<file path="src/rtl/bht_sat_predictor.sv">
// Branch history table of saturating counters with an initialisation sweep FSM.
// Optional gshare indexing is enabled by defining BHT_GSHARE_EN.
module bht_sat_predictor #(
  parameter int ADDR_W = 5,
  parameter int CNT_W  = 2,
  parameter logic [CNT_W-1:0] INIT_VAL = CNT_W'(2**(CNT_W-1) - 1)
) (
  input  logic              clk,
  input  logic              rst_n,
  input  logic              flush,
  input  logic [ADDR_W-1:0] rd_addr,
  output logic              pred_taken,
  output logic [ADDR_W-1:0] pred_ghr,
  input  logic              upd_valid,
  input  logic [ADDR_W-1:0] upd_addr,
  input  logic              upd_taken,
  input  logic [ADDR_W-1:0] upd_ghr,
  output logic              busy
);

  localparam int DEPTH = 2**ADDR_W;
  localparam logic [ADDR_W:0] LAST_PTR = (ADDR_W+1)'(DEPTH - 1);

  typedef enum logic {INIT, RUN} state_t;

  function automatic logic [CNT_W-1:0] sat_inc(input logic [CNT_W-1:0] c);
    return (&c) ? c : c + CNT_W'(1);
  endfunction

  function automatic logic [CNT_W-1:0] sat_dec(input logic [CNT_W-1:0] c);
    return (c == '0) ? c : c - CNT_W'(1);
  endfunction

  state_t            state, state_nxt;
  logic [ADDR_W:0]   ptr, ptr_nxt;
  logic [CNT_W-1:0]  cnt [DEPTH];
  logic [ADDR_W-1:0] idx_r, idx_w, wr_idx;
  logic [CNT_W-1:0]  wr_val;
  logic              wr_en, upd_acc;

  assign upd_acc = (state == RUN) && upd_valid && !flush;
  assign busy    = (state == INIT);

`ifdef BHT_GSHARE_EN
  logic [ADDR_W-1:0] ghr, ghr_nxt;

  assign idx_r    = rd_addr ^ ghr;
  assign idx_w    = upd_addr ^ upd_ghr;
  assign pred_ghr = ghr;

  always_comb begin
    ghr_nxt = ghr;
    if (flush)
      ghr_nxt = '0;
    else if (upd_acc)
      ghr_nxt = {ghr[ADDR_W-2:0], upd_taken};
  end

  always_ff @(posedge clk) begin
    if (!rst_n)
      ghr <= '0;
    else
      ghr <= ghr_nxt;
  end
`else
  logic unused_upd_ghr;

  assign idx_r          = rd_addr;
  assign idx_w          = upd_addr;
  assign pred_ghr       = '0;
  assign unused_upd_ghr = ^upd_ghr;
`endif

  // Read-before-write: the array is read combinationally before the edge that writes it.
  assign pred_taken = busy ? 1'b0 : cnt[idx_r][CNT_W-1];

  always_comb begin
    state_nxt = state;
    ptr_nxt   = ptr;
    wr_en     = 1'b0;
    wr_idx    = idx_w;
    wr_val    = upd_taken ? sat_inc(cnt[idx_w]) : sat_dec(cnt[idx_w]);
    case (state)
      INIT: begin
        if (flush) begin
          ptr_nxt = '0;
        end else begin
          wr_en   = 1'b1;
          wr_idx  = ptr[ADDR_W-1:0];
          wr_val  = INIT_VAL;
          ptr_nxt = ptr + (ADDR_W+1)'(1);
          if (ptr == LAST_PTR)
            state_nxt = RUN;
        end
      end
      RUN: begin
        if (flush) begin
          state_nxt = INIT;
          ptr_nxt   = '0;
        end else if (upd_acc) begin
          wr_en = 1'b1;
        end
      end
      default: state_nxt = INIT;
    endcase
  end

  always_ff @(posedge clk) begin
    if (!rst_n) begin
      state <= INIT;
      ptr   <= '0;
    end else begin
      state <= state_nxt;
      ptr   <= ptr_nxt;
    end
  end

  // Single write port shared by the sweep and the update path; no reset on the array.
  always_ff @(posedge clk) begin
    if (wr_en && rst_n)
      cnt[wr_idx] <= wr_val;
  end

endmodule

</file>
<file path="config.mk">
export PLATFORM = sky130hd
export DESIGN_NAME = bht_sat_predictor
export DESIGN_NICKNAME = d
export VERILOG_FILES = /design/src/rtl/bht_sat_predictor.sv
export SDC_FILE = /design/constraint.sdc
export NUM_CORES = 1
export LEC_CHECK = 0
export BUFFER_PORTS_ARGS = -buffer_cell sky130_fd_sc_hd__buf_2
export CORE_UTILIZATION = 55
export DETAILED_ROUTE_END_ITERATION = 8
export GPL_TIMING_DRIVEN = 0
export PLACE_DENSITY = 0.81
export SYNTH_ARGS = -nofsm -noshare
export SYNTH_HDL_FRONTEND = slang
export SYNTH_SLANG_ARGS = --single-unit
</file>
<file path="constraint.sdc">
create_clock -name clk -period 3 [get_ports clk]
set_clock_uncertainty 0.05 [all_clocks]
set_input_delay 0.3 -clock clk [delete_from_list [all_inputs] [get_ports clk]]
set_output_delay 0.3 -clock clk [all_outputs]
set_load 0.03 [all_outputs]
</file>
* After elaboration in Yosys (flattened, before gate mapping)
Memories as Yosys holds them, arrays and structs flattened. Cells that the tools add are included.
Storage, ports and cells: bits of input ports 20, memories 1, bits in writable memories 64, logic and storage cells 35, output and inout port bits 7, register bits after elaboration 7
Memory list:
- cnt | words 32, bits a word 2, read ports 2, clocked after memory_dff 0, wr ports 1, line 36 | logic [CNT_W-1:0] cnt [DEPTH];
Operators by class: mux-type cells 20, bitwise operators 1, add/sub/neg operators 3, reduce and logical (&&, ||, !) cells 6, eq/ne operators 2
Operators with widths (count):
- $mux W6 | 2
- $pmux W6 S2 | 1
- $mux W2 | 5
- $mux W5 | 2
- $mux W1 | 8
- $add A6 B1 Y6 const B | 1
- $eq A6 B5 Y1 const B | 1
- $pmux W1 S2 | 2
- $logic_and A1 B1 Y1 | 3
- $add A2 B1 Y2 const B | 1
- $logic_not A2 Y1 | 1
- $ne A2 B2 Y1 const B | 1
- $reduce_and A2 Y1 | 1
- $sub A2 B1 Y2 const B | 1
- $logic_not A1 Y1 | 1
- $not A1 Y1 | 1

* Depth between registers and ports, before layout
word-level depth 8, mapped depth 9, depth with buffers taken out 7

* Worst setup path after synthesis
No wires, ideal clock.
path type input-to-reg, start input port upd_addr[1], end memory cnt[0][0], data pin, arrival 2.293 ns, required time 2.569 ns, path slack 0.276 ns, cell stages on the path 9, library setup time 0.381 ns, buffers on the path 3, cells stage by stage buf_6 > buf_8 > buf_6 > mux2i_1 > a22oi_1 > a31oi_1 > o311a_1 > a21oi_1 > o22ai_1
On the way: longest elaborated chain between the ends 6, elaborated cells on any way between the ends 10, those cells by class add/sub: 2; mux: 5; reduce/logical: 2; memory: 1
RTL lines:
- start, declared | line 15 | input logic [ADDR_W-1:0] upd_addr,
- $mem_v2 Z32 W2 (*)
- $sub A2 B1 Y2, or another cell as far along | line 31 | return (c == '0) ? c : c - CNT_W'(1);
- $mux W2, on equally long branches | line 31, 27
- $mux W2 (*) | line 82 | wr_val = upd_taken ? sat_inc(cnt[idx_w]) : sat_dec(cnt[idx_w]);
- $mux W2 | line 85 | if (flush) begin
- $mux W2 (*) | line 83 | case (state)
- net wr_val[0] | line 38 | logic [CNT_W-1:0] wr_val;
- end, declared | line 36
Mark *: on every way through the listed nets, which the timed path passes. The rest lies on a longest branch.

==> impl_results.rst <==
.. list-table::
   :header-rows: 1

   * - Metric
     - Value
   * - Layout Cell Area excl Fill
     - around 3900 sq um
   * - Max Root-Sink Buffers
     - 2
   * - Arrival time reported for the critical path endpoint
     - between 2 and 2.5 ns
   * - Number of vias in the routed layout
     - between 2,000 and 2,500
   * - Worst endpoint required time
     - 2.65 ns
   * - Number of sinks on the clock net
     - 71
   * - Largest cells by area after synthesis
     - sky130_fd_sc_hd__edfxtp_1, sky130_fd_sc_hd__mux2i_1, sky130_fd_sc_hd__mux4_2, sky130_fd_sc_hd__nor2_1, sky130_fd_sc_hd__dfxtp_1
   * - Final weighted congestion in routability-driven placement
     - 0.855
   * - Period Utilization, post-route
     - between 80% and 90%
   * - Netlist area before placement
     - 3520 sq um
   * - Number of hold violations in the final report
     - 0
   * - Std-Cell Core Area
     - between 6000 and 7000 sq um
   * - DIE AREA
     - just under 7000 sq um
   * - Post-layout min period
     - 2.63 ns
   * - Slowest cell delay on critical path
     - roughly 0.51 ns
   * - Number of buffers added by the clock tree synthesis step
     - 9
   * - Total Routed Length
     - between 7000 and 8000 um
   * - Wirelength per Cell
     - 19.3 um
   * - CTS HTree Levels
     - 3
   * - Stages on the worst setup path
     - 5
   * - Detailed placement HPWL
     - about 5200 um
   * - Final setup violation count
     - 0
   * - Antenna violations before repair
     - 0
   * - Predominant post-synthesis flop cell
     - sky130_fd_sc_hd__edfxtp_1
   * - Vias per inst
     - 5.95
   * - Area overhead of the layout relative to synthesis
     - 10.1%
   * - Starting Density
     - roughly three fifths
   * - Total of max-cap violations
     - 0
   * - Simple-Gate Fraction of Synth Area
     - 12.8%
   * - Worst reg-to-reg path cell count
     - 7
   * - Number of buffers added for setup after CTS
     - 0
   * - Most common cell type on the critical path
     - sky130_fd_sc_hd__mux4_2
   * - Row count
     - 28
   * - Number of antenna repair diodes
     - 0
   * - Proportion of synthesized area in mux cells
     - 17.3%
   * - Clock-pin slew of the registers on the worst-case setup and hold paths
     - about 0.070 ns
   * - Number of library cell types mapped by synthesis
     - 36
   * - Placed Instance Area
     - around 3700 sq um
   * - Ports placed on the boundary
     - 27
   * - Avg Inst Size Synth
     - around 13 sq um
   * - Most used standard cells in the synthesized netlist
     - sky130_fd_sc_hd__edfxtp_1, sky130_fd_sc_hd__nor2_1, sky130_fd_sc_hd__mux2i_1, sky130_fd_sc_hd__nand2_1, sky130_fd_sc_hd__mux4_2
   * - RR Endpoint
     - cnt[14][1]
   * - Port Buffers
     - 11
   * - Pin slew with the least headroom to its limit
     - 0.654 ns
   * - Max stage delay cell, worst path
     - sky130_fd_sc_hd__mux4_2
   * - Top Family by Delay on Critical Path
     - multiplexers
   * - Number of instances in the synthesized netlist
     - about 280
   * - Pin count of the biggest net entering global routing
     - 33
   * - Dominant combinational cell family by area after synthesis
     - multiplexers
   * - Worst-case vdd ir drop
     - between 0.2 and 0.3 mV
   * - Area leader, netlist
     - sky130_fd_sc_hd__edfxtp_1
   * - Xor and xnor fraction of the mapped netlist area
     - about 1.2%
   * - Clock tree from TritonCTS
     - built
   * - Crit path buf inv count
     - 1
   * - Ordered cell list for the critical path
     - mux4_2 > mux4_2 > mux2i_1 > nor2_1 > buf_2
   * - Setup slack of the most critical reg-to-reg path
     - 0.58 ns
   * - Startpoint class of the critical path
     - flop
   * - Synthesis-stage register bit count
     - between 70 and 80
   * - Minimum setup slack after placement
     - a little over 0.009 ns
   * - DRC violation count after routing
     - 0
   * - Timing-limited maximum frequency
     - 0.381 GHz
   * - Insertion delay of the later-clocked pin in the worst-skew pair
     - 0.34 ns
   * - Post-layout util
     - between 60 and 70%
   * - Run status
     - finished clean
   * - Final worst-path setup slack
     - around 0.37 ns
   * - Remaining global-route overflow
     - 0
   * - Root Buffer Master
     - sky130_fd_sc_hd__clkbuf_8
   * - Most used standard cell by instance count after synthesis
     - sky130_fd_sc_hd__edfxtp_1
   * - Global router's overall resource usage
     - 24.6%
   * - Number of global-route vias before repair
     - ~2,200
   * - Post-synth EDFFs
     - 64
   * - Top fanout value on the critical path
     - 2
   * - Share of the synthesized area in compound gates (AO/OA/AOI/OAI)
     - under 10%
   * - Pre-Repair DR Iteration Count
     - 6
   * - First-pass GRT wire length
     - between 10,000 and 15,000 um
   * - Critical Path End Type
     - primary output
   * - Yosys warning count
     - 0
   * - Die Span X
     - around 82 um
   * - Post-synthesis adder-cell area fraction
     - less than 1%
   * - Top cell type's share of synthesized area
     - a little over half
   * - Post-route ant nets
     - 0
   * - Fin nets
     - approximately 330
   * - RR Startpoint
     - cnt[24][1]
   * - Slew margin rel.
     - a little under three fifths
   * - Iter 0 DRT Violations
     - about 170
   * - Part of the Yosys area used for sequential elements
     - roughly three fifths
   * - Share of async-settable or async-resettable flops after synthesis
     - 0%
   * - Last element of the critical path
     - pred_taken
   * - Worst hold path type
     - input port to flop
   * - Power density cells
     - roughly 500 nW/um^2
   * - Die boundary height
     - around 82 um
   * - Leak pwr
     - about 1.4 nW
   * - Share of post-route cells with drive strength above 1
     - around 17%
   * - Startpoint of the most critical setup path
     - cnt[24][1]
   * - Final count of pins violating max slew
     - 0
   * - Unrepaired setup endpoints after global routing
     - false
   * - Final hold slack
     - 0.383 ns
   * - Start-to-end type of the worst setup path
     - flop to primary output
cells by family after synthesis:
family	after synthesis
simple gates	104
flops	71
mux	48
compound gates	25
buf+inv	22
xor+xnor	5
fa+ha+maj	2
other cells	1
metal layers:
layer	up-vias	routed length, um	global-route usage [%]
li1	1078	-	-
met5	-	0	0
met2	83	3580	38.1
met4	0	219	12.3
met3	17	500	5.33
met1	1114	3150	32.6
stage by stage:
| stage | power, mW | cells | setup TNS (ns) |
|---|---|---|---|
| 2_1_floorplan | 1.26 | 282 | 0 |
| 3_3_place_gp | 1.31 | 368 | -25.01 |
| 3_5_place_dp | 1.32 | 369 | 0 |
| 4_1_cts | 1.95 | 385 | 0 |
| 5_1_grt | 2.00 | 385 | 0 |
| 6_report | 1.94 | 385 | 0 |
sequential cells by signal (all words and copies together) (netlist names):
name and flops:
cnt 64, ptr 6, state 1
cell type report:
| class | instances | area [sq um] |
|---|---|---|
| plain buffers | 19 | 144 |
| clock buffers | 9 | 124 |
| clock inverters | 7 | 40.0 |
| fillers | 464 | 2190 |
| inverters | 3 | 11.3 |
| multi-input cells | 189 | 1330 |
| flip-flops and latches | 71 | 2060 |
| well taps | 75 | 93.8 |
| repair buffers | 12 | 70.1 |
where the power goes:
| group | leakage, nW | internal (mW) | switching (mW) |
|---|---|---|---|
| sequential | 0.634 | 1.10 | 0.00309 |
| clock | 0.0777 | 0.291 | 0.350 |
| combinational | 0.666 | 0.0786 | 0.126 |
| total | 1.38 | 1.47 | 0.479 |
cell usage in the layout (no fill, tap or decap), types with 7 or more instances in the layout:
| master | instances |
|---|---|
| sky130_fd_sc_hd__a22oi_1 | 8 |
| sky130_fd_sc_hd__buf_2 | 14 |
| sky130_fd_sc_hd__clkbuf_8 | 9 |
| sky130_fd_sc_hd__dfxtp_1 | 7 |
| sky130_fd_sc_hd__edfxtp_1 | 64 |
| sky130_fd_sc_hd__mux2i_1 | 36 |
| sky130_fd_sc_hd__mux4_2 | 10 |
| sky130_fd_sc_hd__nand2_1 | 27 |
| sky130_fd_sc_hd__nand3_1 | 9 |
| sky130_fd_sc_hd__nor2_1 | 50 |
repair_timing:
item                       CTS  global route
setup endpoints to repair    0            32
hold buffers                 0             0
gates resized for setup      0             1
how the worst min path moves through the flow:
stage / startpoint / to / slack, ns / cells after the start
after floorplan: ptr[5] / ptr[5] / 0.44 / 2
after global placement: ptr[5] / ptr[5] / 0.45 / 2
after detailed placement: ptr[5] / ptr[5] / 0.48 / 2
after CTS: rst_n / ptr[1] / 0.36 / 4
after global routing: rst_n / ptr[1] / 0.46 / 4
final: rst_n / ptr[1] / 0.38 / 4
worst reg2reg max path, cell delays in order (launching register included):
cell and delay, ns:
sky130_fd_sc_hd__edfxtp_1 0.38, sky130_fd_sc_hd__mux2i_1 0.08, sky130_fd_sc_hd__a22oi_1 0.20, sky130_fd_sc_hd__nand2_1 0.08, sky130_fd_sc_hd__a311o_1 0.30, sky130_fd_sc_hd__and3_1 0.18, sky130_fd_sc_hd__maj3_2 0.32, sky130_fd_sc_hd__nor2_4 0.51
Note: power is estimated with default switching activity, not from simulation.
